[src/rtl/fetch_unit_pkg.sv]
// rtl/fetch_unit_pkg.sv - shared constants and FSM state type for the fetch unit
package fetch_unit_pkg;

  localparam logic [31:0] RESET_PC_DEFAULT  = 32'h0000_0000;
  localparam logic [31:0] NOP_INSTR_DEFAULT = 32'h0000_0013;

  typedef enum logic [1:0] {
    FETCH_IDLE = 2'd0,
    FETCH_REQ  = 2'd1,
    FETCH_HOLD = 2'd2
  } fetch_state_e;

endpackage

[src/rtl/if_id_reg.sv]
// rtl/if_id_reg.sv - IF/ID pipeline register with load, flush-to-NOP and hold
module if_id_reg
  import fetch_unit_pkg::*;
#(
  parameter logic [31:0] NOP_INSTR = NOP_INSTR_DEFAULT
) (
  input  logic        clk,
  input  logic        reset,
  input  logic        load,
  input  logic        flush,
  input  logic [31:0] load_instr,
  input  logic [31:0] load_pc,
  output logic [31:0] instr,
  output logic [31:0] pc,
  output logic        valid
);

  logic [31:0] instr_d, instr_q;
  logic [31:0] pc_d, pc_q;
  logic        valid_d, valid_q;

  // Flush replaces the instruction with a bubble but keeps the PC fields.
  always_comb begin
    instr_d = instr_q;
    pc_d    = pc_q;
    valid_d = valid_q;
    if (flush) begin
      instr_d = NOP_INSTR;
      valid_d = 1'b0;
    end else if (load) begin
      instr_d = load_instr;
      pc_d    = load_pc;
      valid_d = 1'b1;
    end
  end

  always_ff @(posedge clk) begin
    if (reset) begin
      instr_q <= NOP_INSTR;
      pc_q    <= 32'h0;
      valid_q <= 1'b0;
    end else begin
      instr_q <= instr_d;
      pc_q    <= pc_d;
      valid_q <= valid_d;
    end
  end

  assign instr = instr_q;
  assign pc    = pc_q;
  assign valid = valid_q;

endmodule

[src/rtl/fetch_unit.sv]
// rtl/fetch_unit.sv - instruction fetch FSM with one-entry skid buffer and branch redirect
module fetch_unit
  import fetch_unit_pkg::*;
#(
  parameter logic [31:0] RESET_PC  = RESET_PC_DEFAULT,
  parameter logic [31:0] NOP_INSTR = NOP_INSTR_DEFAULT
) (
  input  logic        clk,
  input  logic        reset,
  output logic        imem_req,
  output logic [31:0] imem_addr,
  input  logic [31:0] imem_rdata,
  input  logic        imem_valid,
  input  logic        stall,
  input  logic        branch_taken,
  input  logic [31:0] imm_ext,
  output logic [31:0] instr_id,
  output logic [31:0] pc_id,
  output logic [31:0] pc_plus4_id,
  output logic        id_valid,
  output logic        fetch_misalign
);

  fetch_state_e state_d, state_q;
  logic [31:0]  pc_f_d, pc_f_q;
  logic [31:0]  skid_instr_d, skid_instr_q;
  logic [31:0]  skid_pc_d, skid_pc_q;
  logic         ifid_load, ifid_flush;
  logic [31:0]  ifid_instr, ifid_pc;
  logic         redirect;
  logic [31:0]  target;

  assign redirect = branch_taken & id_valid;
  assign target   = pc_id + imm_ext;

  // Redirect outranks everything; in-flight data and the skid entry are dropped.
  always_comb begin
    state_d      = state_q;
    pc_f_d       = pc_f_q;
    skid_instr_d = skid_instr_q;
    skid_pc_d    = skid_pc_q;
    ifid_load    = 1'b0;
    ifid_flush   = 1'b0;
    ifid_instr   = imem_rdata;
    ifid_pc      = pc_f_q;
    if (redirect) begin
      pc_f_d       = {target[31:2], 2'b00};
      ifid_flush   = 1'b1;
      skid_instr_d = NOP_INSTR;
      skid_pc_d    = 32'h0;
      state_d      = FETCH_REQ;
    end else begin
      case (state_q)
        FETCH_IDLE: state_d = FETCH_REQ;
        FETCH_REQ: begin
          if (imem_valid) begin
            pc_f_d = pc_f_q + 32'd4;
            if (!stall) begin
              ifid_load = 1'b1;
            end else begin
              skid_instr_d = imem_rdata;
              skid_pc_d    = pc_f_q;
              state_d      = FETCH_HOLD;
            end
          end else if (!stall) begin
            ifid_flush = 1'b1;
          end
        end
        FETCH_HOLD: begin
          if (!stall) begin
            ifid_load  = 1'b1;
            ifid_instr = skid_instr_q;
            ifid_pc    = skid_pc_q;
            state_d    = FETCH_REQ;
          end
        end
        default: state_d = FETCH_IDLE;
      endcase
    end
  end

  always_ff @(posedge clk) begin
    if (reset) begin
      state_q      <= FETCH_IDLE;
      pc_f_q       <= RESET_PC;
      skid_instr_q <= NOP_INSTR;
      skid_pc_q    <= 32'h0;
    end else begin
      state_q      <= state_d;
      pc_f_q       <= pc_f_d;
      skid_instr_q <= skid_instr_d;
      skid_pc_q    <= skid_pc_d;
    end
  end

  if_id_reg #(
    .NOP_INSTR (NOP_INSTR)
  ) u_if_id_reg (
    .clk        (clk),
    .reset      (reset),
    .load       (ifid_load),
    .flush      (ifid_flush),
    .load_instr (ifid_instr),
    .load_pc    (ifid_pc),
    .instr      (instr_id),
    .pc         (pc_id),
    .valid      (id_valid)
  );

  assign imem_req       = (state_q == FETCH_REQ);
  assign imem_addr      = pc_f_q;
  assign pc_plus4_id    = pc_id + 32'd4;
  assign fetch_misalign = redirect & ~reset & (target[1:0] != 2'b00);

endmodule

[config.mk]
export PLATFORM = sky130hd
export DESIGN_NAME = fetch_unit
export DESIGN_NICKNAME = d
export VERILOG_FILES = /design/src/rtl/fetch_unit_pkg.sv /design/src/rtl/if_id_reg.sv /design/src/rtl/fetch_unit.sv
export SDC_FILE = /design/constraint.sdc
export NUM_CORES = 1
export LEC_CHECK = 0
export ABC_CLOCK_PERIOD_IN_PS = 6400
export CAP_MARGIN = 15
export CORE_MARGIN = 2
export CORE_UTILIZATION = 40
export DETAILED_ROUTE_END_ITERATION = 16
export PLACE_DENSITY = 0.67
export SKIP_CTS_REPAIR_TIMING = 1
export SYNTH_ARGS = -nofsm -noshare
export SYNTH_HDL_FRONTEND = slang
export SYNTH_SLANG_ARGS = --single-unit
[constraint.sdc]
create_clock -name clk -period 6.4 [get_ports clk]
set_input_delay 0.96 -clock clk [delete_from_list [all_inputs] [get_ports clk]]
set_output_delay 0.96 -clock clk [all_outputs]
set_load 0.02 [all_outputs]
After elaboration in Yosys (flattened, before gate mapping)
Index checks and enable logic that the tools add are counted.
- register bits: 163
- bits of input ports: 69
- output and inout port bits: 131
- logic and storage cells: 57
- add/sub/neg operators: 3
- equality and inequality tests: 8
- multiplexer cells: 21
- bitwise logic cells: 5
- reduce and logical (&&, ||, !) cells: 11
- operator list (operator ; number):
    32-bit 2-to-1 mux ; 9
    32-bit by 3-bit adder with 32-bit output (second input constant) ; 2
    32-bit adder ; 1
    1-bit 2-to-1 mux ; 7
    2-bit 2-to-1 mux ; 3
    3-bit by 1-bit inequality test with 1-bit output (second input constant) ; 2
    2-bit one-hot mux with 3 select lines ; 1
    2-bit AND reduction ; 3
    3-bit AND reduction ; 2
    2-bit nonzero test ; 3
    2-bit by 1-bit inequality test with 1-bit output (second input constant) ; 2
    2-bit OR reduction ; 2
    1-bit AND ; 3
    3-bit inequality test (second input constant) ; 1
    2-bit by 1-bit equality test with 1-bit output (second input constant) ; 1
    2-bit equality test (second input constant) ; 1
    2-bit zero test ; 1
    2-bit inequality test (second input constant) ; 1
    1-bit NOT ; 2
    1-bit one-hot mux with 2 select lines ; 1

Longest topological paths before layout
Gate-level depths: netlist of run 1.
- word-level depth: 6
- mapped depth: 11
- gate-level depth less buffers: 9

Modules after synthesis
A second synthesis of run 1 with hierarchy kept.
- cells, all modules: 1157
- area, all modules: 9691.8 µm²
- by module, submodules not included (module ; times used ; cells an instance ; area each (µm²) ; sequential area each (µm²)):
    fetch_unit ; 1 ; 904 ; 7026.7 ; 1921.8
    if_id_reg ; 1 ; 253 ; 2665.1 ; 1301.2

Worst setup path after synthesis of run 1
OpenSTA, ideal clock, no wires.
- path type: register to output
- from: reg u_if_id_reg.pc_q[9] (netlist: u_if_id_reg.pc[9])
- to: out pc_plus4_id[29]
- arrival time: 2166 ps
- required time: 5440 ps
- slack: 3274 ps
- stages on the path, launching flop included: 8
- path buffers: 0
- path through: dfxtp_1 > nand4_1 > nor4_2 > and3_1 > nand2_1 > nor2_1 > nand3_1 > xnor2_1
- longest elaborated chain between the ends: 1
- ends and longest elaborated chain (what ; RTL line ; source):
    from (decl) ; if_id_reg.sv:19 ; logic [31:0] pc_d, pc_q;
    from (signal assigned) ; if_id_reg.sv:44 ; pc_q <= pc_d;
    32-bit by 3-bit adder with 32-bit output ; fetch_unit.sv:112 ; assign pc_plus4_id = pc_id + 32'd4;
    to (decl) ; fetch_unit.sv:19 ; output logic [31:0] pc_plus4_id,
No other way between the ends.

Worst setup path after layout of run 1
- from: reg u_if_id_reg.pc_q[4] (netlist: u_if_id_reg.pc[4])
- to: out pc_plus4_id[29]
Same word-level chain as after synthesis.

==> flow_results.xml, run 1 <==
<?xml version="1.0" encoding="UTF-8"?>
<metrics>
  <group name="yosys">
    <metric name="yosys_warnings" unit="">0</metric>
    <metric name="synthesis.area" unit="sq um">8990</metric>
    <metric name="synth_area_per_cell" unit="sq um">7.85</metric>
    <metric name="synth_top_area_frac" unit="">0.358</metric>
    <metric name="asyncSetResetFlopFracSynth" unit="">0</metric>
    <metric name="synth.largest_area_cell" unit="">sky130_fd_sc_hd__dfxtp_1</metric>
    <metric name="syn_inst" unit="">1146</metric>
    <metric name="seq_area_frac_synth" unit="">0.358</metric>
    <metric name="yosys-top-cells-area" unit="">sky130_fd_sc_hd__dfxtp_1 (36%), sky130_fd_sc_hd__nand2_1 (10%), sky130_fd_sc_hd__a21oi_1 (5.4%)</metric>
    <metric name="ys.flop_type" unit="">sky130_fd_sc_hd__dfxtp_1</metric>
    <metric name="synth-edff-count" unit="">0</metric>
    <metric name="ys_seq_elements" unit="">161</metric>
    <metric name="synth_cell_type_count" unit="">66</metric>
  </group>
  <group name="placement">
    <metric name="preCtsSetupSlack" unit="ns">2.33</metric>
    <metric name="placed_area" unit="sq um">11100</metric>
    <metric name="gpl.final_weighted_congestion" unit="">0.847</metric>
    <metric name="place.detailed.hpwl" unit="mm">19.2</metric>
    <metric name="numPortBuffers" unit="">197</metric>
  </group>
  <group name="sta">
    <metric name="tightest_pin_transition" unit="ns">1.03</metric>
    <metric name="rsz0062_at_grt" unit="">false</metric>
    <metric name="setup_violations" unit="">0</metric>
    <metric name="final-max-slew-violation-count" unit="">0</metric>
    <metric name="finalHoldViolations" unit="">0</metric>
    <metric name="fmax" unit="MHz">237</metric>
    <metric name="finalCriticalPeriod" unit="ns">4.23</metric>
    <metric name="skew" unit="ns">0.00730</metric>
    <metric name="fin_ws" unit="ns">2.17</metric>
    <metric name="slew-limit-headroom" unit="">0.310</metric>
    <metric name="final.period_utilization" unit="">0.660</metric>
    <metric name="setup_total_negative_slack" unit="ns">0</metric>
  </group>
  <group name="run_status">
    <metric name="outcome" unit="">completed</metric>
  </group>
  <group name="clocking">
    <metric name="cts-root-buf" unit="">sky130_fd_sc_hd__clkbuf_16</metric>
    <metric name="h-tree-depth" unit="">4</metric>
    <metric name="clk_transition_reported_paths" unit="ns">0.06</metric>
    <metric name="clockBufferDepth" unit="">2</metric>
    <metric name="cts.sink_count" unit="">161</metric>
    <metric name="clock_network_latency_to_the_later_pin_of_the_worst_skew_pair" unit="ns">0.43</metric>
    <metric name="cts_tree" unit="">done</metric>
    <metric name="total_clock_buffers_created_by_cts" unit="">17</metric>
  </group>
  <group name="critical_path">
    <metric name="startpoint_type_of_the_worst_setup_path" unit="">flop</metric>
    <metric name="rr_endpoint" unit="">u_if_id_reg.instr[13]</metric>
    <metric name="critical_path.most_common_cell" unit="">sky130_fd_sc_hd__nand3_1</metric>
    <metric name="worstPathArrival" unit="ns">3.27</metric>
    <metric name="rr_startpoint" unit="">u_if_id_reg.valid</metric>
    <metric name="worst_ep_required_time" unit="ns">5.44</metric>
    <metric name="path_max_fanout" unit="">7</metric>
    <metric name="critical_path.slowest_cell" unit="">sky130_fd_sc_hd__clkdlybuf4s50_1</metric>
    <metric name="critical_path_cell_sequence" unit="">nand3_1 &gt; nor4_2 &gt; and3_1 &gt; nand2_1 &gt; nor2_1 &gt; nand3_1 &gt; xnor2_1 &gt; clkdlybuf4s50_1</metric>
    <metric name="critical_path.max_stage_delay" unit="ns">0.62</metric>
    <metric name="end_kind" unit="">output pin</metric>
    <metric name="setup.worst_path.class" unit="">reg -&gt; out</metric>
    <metric name="reg2reg_depth" unit="">5</metric>
    <metric name="setup.reg_to_reg.worst_slack" unit="ns">3.39</metric>
  </group>
  <group name="worst_hold_path">
    <metric name="worst_hold_path.endpoint" unit="">skid_instr_q[29]</metric>
    <metric name="hold_path_depth" unit="">2</metric>
    <metric name="worst_hold_path_type" unit="">reg -&gt; reg</metric>
    <metric name="hold_start" unit="">skid_instr_q[29]</metric>
  </group>
  <group name="floorplanning">
    <metric name="y_dimension_of_the_die" unit="um">154</metric>
    <metric name="num_io_pins" unit="">200</metric>
    <metric name="initial_utilization" unit="">0.410</metric>
    <metric name="die_area" unit="sq um">23700</metric>
    <metric name="core.rowCount" unit="">54</metric>
    <metric name="fp.dieW" unit="um">154</metric>
    <metric name="fp.coreArea" unit="sq um">22000</metric>
  </group>
  <group name="power_and_ir_drop">
    <metric name="leakage" unit="nW">4.32</metric>
    <metric name="worst_ir_drop_vdd" unit="mV">0.160</metric>
    <metric name="power_density" unit="nW/um^2">221</metric>
  </group>
  <group name="detailed_routing">
    <metric name="met2RoutedLength" unit="mm">12.1</metric>
    <metric name="routed_wire_length_per_instance" unit="um">16.8</metric>
    <metric name="drt-pass1-iter-count" unit="">5</metric>
    <metric name="drtIter0Drc" unit="">638</metric>
    <metric name="wirelength_met1" unit="mm">12.1</metric>
    <metric name="postRouteAntennaNets" unit="">0</metric>
    <metric name="avgViaCountPerCell" unit="">5.40</metric>
    <metric name="route.met3.wl" unit="mm">2.23</metric>
    <metric name="drt_wl_total" unit="mm">26.7</metric>
    <metric name="drc" unit="">0</metric>
    <metric name="top_layer_used" unit="">met4</metric>
    <metric name="vias" unit="">8596</metric>
  </group>
  <group name="layout">
    <metric name="nNetsFinal" unit="">1406</metric>
    <metric name="flow.area_growth_from_synthesis" unit="%">30.2</metric>
    <metric name="design_area" unit="sq um">11700</metric>
    <metric name="postLayoutCoreUtil" unit="">0.533</metric>
    <metric name="post_route_cells_drive_above_1_share" unit="">0.0503</metric>
    <metric name="final_common_cell" unit="">sky130_fd_sc_hd__nand2_1</metric>
    <metric name="antenna_cells" unit="">0</metric>
    <metric name="most-common-layout-cells" unit="">sky130_fd_sc_hd__nand2_1 (243), sky130_fd_sc_hd__clkdlybuf4s50_1 (196), sky130_fd_sc_hd__dfxtp_1 (161)</metric>
  </group>
  <group name="grt">
    <metric name="number_of_global_route_vias_before_repair" unit="">7950</metric>
    <metric name="antenna_found_initial" unit="">0</metric>
    <metric name="global_router_s_overall_resource_usage" unit="">0.223</metric>
    <metric name="pin_count_of_the_biggest_net_entering_global_routing" unit="">63</metric>
    <metric name="grt_remaining_overflow" unit="">0</metric>
    <metric name="first_pass_grt_wire_length" unit="mm">42.9</metric>
  </group>
  <group name="flow_run">
    <metric name="maxCapViolCount" unit="">0</metric>
  </group>
</metrics>
==> worst max-delay path by stage <==
stage                     cells past startpoint               from  slack, ns               endpoint
final                                         8  u_if_id_reg.pc[4]       2.17        pc_plus4_id[29]
after global routing                          8  u_if_id_reg.pc[6]       1.87        pc_plus4_id[31]
after CTS                                     8  u_if_id_reg.pc[4]       2.04        pc_plus4_id[29]
after detailed placement                      6       branch_taken       2.33  u_if_id_reg.instr[23]
after global placement                        6       branch_taken       2.37         fetch_misalign
after floorplan                               7  u_if_id_reg.pc[9]       3.27        pc_plus4_id[29]
==> final cells by class <==
| cell class | instances | area, sq um |
|---|---|---|
| well taps | 280 | 350 |
| flip-flops and latches | 161 | 3220 |
| clock buffers | 21 | 470 |
| fillers | 2026 | 10200 |
| repair buffers | 206 | 2030 |
| multi-input cells | 901 | 5430 |
| inverters | 12 | 45.0 |
| clock inverters | 11 | 154 |
==> where the power goes <==
part | switching [mW] | internal [mW]
Sequential | 0.0424 | 1.04
Combinational | 0.248 | 0.189
Clock | 0.422 | 0.648
Total | 0.713 | 1.87
==> kinds of logic (layout without fill, tap and decap cells) <==
kind of cell | after synthesis | count (layout) | synth area share
multiplexers | 31 | 31 | 0.0345
XOR/XNOR | 83 | 83 | 0.0808
AO/OA/AOI/OAI | 256 | 256 | 0.193
AND/OR/NAND/NOR | 491 | 491 | 0.240
other | 1 | 2 | 0.000417
flip-flops | 161 | 161 | 0.358
adder cells (fa/ha/maj) | 38 | 38 | 0.0537
buffers and inverters | 85 | 250 | 0.0394
==> per-layer routing <==
metal | vias up | GRT usage
met5 | - | 0
met4 | 0 | 0.0570
met3 | 24 | 0.0626
met2 | 285 | 0.355
met1 | 3969 | 0.298
li1 | 4318 | -
==> registers in the layout, indices dropped and copies added, names as in the netlist <==
| name | cells |
|---|---|
| imem_addr | 30 |
| skid_instr_q | 32 |
| skid_pc_q | 32 |
| state_q | 2 |
| u_if_id_reg.instr | 32 |
| u_if_id_reg.pc | 32 |
| u_if_id_reg.valid | 1 |
==> cell usage after synthesis (18+ instances only) <==
| cell type | instances |
|---|---|
| sky130_fd_sc_hd__nand2_1 | 244 |
| sky130_fd_sc_hd__dfxtp_1 | 161 |
| sky130_fd_sc_hd__nor2_1 | 128 |
| sky130_fd_sc_hd__a21oi_1 | 97 |
| sky130_fd_sc_hd__xnor2_1 | 52 |
| sky130_fd_sc_hd__a211oi_1 | 50 |
| sky130_fd_sc_hd__clkbuf_1 | 45 |
| sky130_fd_sc_hd__ha_1 | 37 |
| sky130_fd_sc_hd__nand3_1 | 37 |
| sky130_fd_sc_hd__a311oi_1 | 31 |
| sky130_fd_sc_hd__mux2i_1 | 31 |
| sky130_fd_sc_hd__xor2_1 | 31 |
| sky130_fd_sc_hd__and3_1 | 18 |
| sky130_fd_sc_hd__o21ai_0 | 18 |
==> through the flow <==
stage                     std cells  hold slack [ns]  total power, mW
after floorplan                1147            0.436             1.35
final                          1592            0.452             2.59
after CTS                      1592            0.456             2.60
after detailed placement       1560            0.447             1.53
after global routing           1592            0.472             2.69
after global placement         1560            0.440             1.53
==> worst max-delay path: cells and delay by family (launching register included) <==
family | cells | cell delay, ns
xor gates and xnor gates | 1 | 0.16
buffers and inverters | 1 | 0.62
DFF | 1 | 0.50
and+or+nand+nor | 6 | 1.55
Note: power is estimated with default switching activity, not from simulation.
==> run 2: changes to the inputs <==
Settings changed: ABC_CLOCK_PERIOD_IN_PS 6400 to 3500, PLACE_DENSITY 0.67 to 0.69.
Clock period 6.4 ns to 3.5 ns, I/O delays scaled along.
==> flow_results.xml, run 2 (synthesis gave the netlist of run 1 again) <==
<?xml version="1.0" encoding="UTF-8"?>
<metrics>
  <group name="run_status">
    <metric name="outcome" unit="">completed</metric>
  </group>
  <group name="clocking">
    <metric name="cts-root-buf" unit="">sky130_fd_sc_hd__clkbuf_16</metric>
    <metric name="cts_tree" unit="">done</metric>
    <metric name="h-tree-depth" unit="">4</metric>
    <metric name="clock_network_latency_to_the_later_pin_of_the_worst_skew_pair" unit="ns">0.42</metric>
    <metric name="cts.sink_count" unit="">161</metric>
    <metric name="clk_transition_reported_paths" unit="ns">0.07</metric>
    <metric name="clockBufferDepth" unit="">2</metric>
    <metric name="total_clock_buffers_created_by_cts" unit="">17</metric>
  </group>
  <group name="power_and_ir_drop">
    <metric name="share_seq_of_total_power" unit="">0.419</metric>
    <metric name="totalPowerFinal" unit="mW">4.68</metric>
    <metric name="switching_share" unit="">0.286</metric>
    <metric name="worst_ir_drop_vdd" unit="mV">0.323</metric>
    <metric name="power_frac_comb" unit="">0.176</metric>
    <metric name="clockPowerShare" unit="">0.405</metric>
    <metric name="cellInternalPower" unit="mW">3.34</metric>
    <metric name="net-switching-power" unit="mW">1.34</metric>
    <metric name="power_density" unit="nW/um^2">393</metric>
    <metric name="leakage" unit="nW">4.64</metric>
  </group>
  <group name="layout">
    <metric name="most-common-layout-cells" unit="">sky130_fd_sc_hd__nand2_1 (243), sky130_fd_sc_hd__clkdlybuf4s50_1 (186), sky130_fd_sc_hd__dfxtp_1 (160)</metric>
    <metric name="nNetsFinal" unit="">1428</metric>
    <metric name="final_common_cell" unit="">sky130_fd_sc_hd__nand2_1</metric>
    <metric name="design_area" unit="sq um">11900</metric>
    <metric name="flow.area_growth_from_synthesis" unit="%">32.5</metric>
    <metric name="final_cells" unit="">1614</metric>
    <metric name="antenna_cells" unit="">0</metric>
    <metric name="post_route_cells_drive_above_1_share" unit="">0.0690</metric>
  </group>
  <group name="grt">
    <metric name="grt_remaining_overflow" unit="">0</metric>
    <metric name="first_pass_grt_wire_length" unit="mm">43.9</metric>
    <metric name="global_router_s_overall_resource_usage" unit="">0.232</metric>
    <metric name="antenna_found_initial" unit="">0</metric>
    <metric name="pin_count_of_the_biggest_net_entering_global_routing" unit="">59</metric>
    <metric name="number_of_global_route_vias_before_repair" unit="">8071</metric>
  </group>
  <group name="sta">
    <metric name="final-max-slew-violation-count" unit="">0</metric>
    <metric name="tightest_pin_transition" unit="ns">0.735</metric>
    <metric name="slew-limit-headroom" unit="">0.510</metric>
    <metric name="setup_violations" unit="">0</metric>
    <metric name="skew" unit="ns">0.0106</metric>
    <metric name="fmax" unit="MHz">309</metric>
    <metric name="finalHoldViolations" unit="">0</metric>
    <metric name="finalCriticalPeriod" unit="ns">3.24</metric>
    <metric name="rsz0062_at_grt" unit="">false</metric>
    <metric name="final.period_utilization" unit="">0.925</metric>
  </group>
  <group name="floorplanning">
    <metric name="die_area" unit="sq um">23700</metric>
    <metric name="fp.dieW" unit="um">154</metric>
    <metric name="initial_utilization" unit="">0.410</metric>
    <metric name="core.rowCount" unit="">54</metric>
    <metric name="num_io_pins" unit="">200</metric>
    <metric name="y_dimension_of_the_die" unit="um">154</metric>
    <metric name="fp.coreArea" unit="sq um">22000</metric>
  </group>
  <group name="critical_path">
    <metric name="end_kind" unit="">output pin</metric>
    <metric name="path_max_fanout" unit="">6</metric>
    <metric name="setup.worst_path.class" unit="">reg -&gt; out</metric>
    <metric name="startpoint_type_of_the_worst_setup_path" unit="">flop</metric>
    <metric name="worstPathArrival" unit="ns">2.71</metric>
    <metric name="worst_ep_required_time" unit="ns">2.97</metric>
  </group>
  <group name="detailed_routing">
    <metric name="drt_wl_total" unit="mm">27.7</metric>
    <metric name="postRouteAntennaNets" unit="">0</metric>
    <metric name="vias" unit="">8710</metric>
    <metric name="avgViaCountPerCell" unit="">5.40</metric>
    <metric name="drc" unit="">0</metric>
    <metric name="routed_wire_length_per_instance" unit="um">17.1</metric>
    <metric name="drt-pass1-iter-count" unit="">4</metric>
    <metric name="drtIter0Drc" unit="">566</metric>
  </group>
  <group name="placement">
    <metric name="gpl.final_weighted_congestion" unit="">0.926</metric>
    <metric name="placed_area" unit="sq um">11300</metric>
    <metric name="numPlacedInstances" unit="">1580</metric>
    <metric name="numPortBuffers" unit="">197</metric>
    <metric name="place.detailed.hpwl" unit="mm">19.9</metric>
  </group>
  <group name="flow_run">
    <metric name="maxCapViolCount" unit="">0</metric>
  </group>
  <group name="worst_hold_path">
    <metric name="worst_hold_path_type" unit="">in -&gt; reg</metric>
  </group>
</metrics>
==> run 2: cell types whose count changed in the layout (fill, tap and decap cells not counted), moves of 3 or more <==
| cell | change |
|---|---|
| sky130_fd_sc_hd__clkdlybuf4s50_1 | -10 |
| sky130_fd_sc_hd__nor2_1 | -3 |
| sky130_fd_sc_hd__inv_6 | +4 |
| sky130_fd_sc_hd__buf_4 | +20 |
| sky130_fd_sc_hd__dlymetal6s2s_1 | +10 |
==> run 2: critical path, cell delays in order, from the launching register on <==
cell	delay (ns)
sky130_fd_sc_hd__dfxtp_1	0.43
sky130_fd_sc_hd__ha_1	0.23
sky130_fd_sc_hd__and3_1	0.25
sky130_fd_sc_hd__nand4_1	0.23
sky130_fd_sc_hd__nor2_4	0.19
sky130_fd_sc_hd__nand4_1	0.19
sky130_fd_sc_hd__buf_4	0.20
sky130_fd_sc_hd__nor2_2	0.11
sky130_fd_sc_hd__nand2_1	0.08
sky130_fd_sc_hd__xnor2_1	0.13
sky130_fd_sc_hd__dlymetal6s2s_1	0.24
==> run 2: per-stage QoR <==
| step | utilization | TNS, ns | hold WS [ns] | setup slack, ns |
|---|---|---|---|---|
| 2_1_floorplan | - | 0 | 0.436 | 0.809 |
| 3_3_place_gp | 0.513 | 0 | 0.441 | 0.193 |
| 3_5_place_dp | 0.513 | 0 | 0.446 | 0.141 |
| 4_1_cts | 0.540 | -1.13 | 0.425 | -0.243 |
| 5_1_grt | 0.543 | 0 | 0.436 | 0.0582 |
| 6_report | 0.543 | 0 | 0.444 | 0.264 |
==> run 2: final cells by class <==
cell class | count | area [sq um]
clock inverter | 13 | 151
sequential | 161 | 3220
multi-input combinational | 901 | 5460
inverter | 12 | 45.0
tap | 280 | 350
clock buffer | 19 | 443
timing repair buffer | 228 | 2250
fill | 2088 | 10000
==> run 2: path summary, 6_finish.rpt <==
kind	from	endpoint	cells after the start	slack, ns
setup / recovery	u_if_id_reg.pc[3]	pc_plus4_id[28]	10	0.26
hold / removal	reset	u_if_id_reg.pc[31]	2	0.44
setup reg to reg	u_if_id_reg.pc[0]	imem_addr[28]	9	0.64
hold reg to reg	skid_instr_q[21]	skid_instr_q[21]	2	0.45
==> run 2: metal layers <==
layer,vias to the layer above,wire [um],global-route usage
met5,-,0,0
met4,0,342,0.0530
met3,22,2160,0.0643
met2,299,12300,0.362
met1,4040,12900,0.319
li1,4349,-,-
==> run 2: power by group through the flow <==
stage / logic (mW) / registers (mW) / clock network (mW)
2_1_floorplan: 0.430 / 2.04 / 0
3_3_place_gp: 0.817 / 2.00 / 0
3_5_place_dp: 0.819 / 2.00 / 0
4_1_cts: 0.824 / 1.96 / 1.93
5_1_grt: 0.896 / 1.97 / 2.00
6_report: 0.824 / 1.96 / 1.90
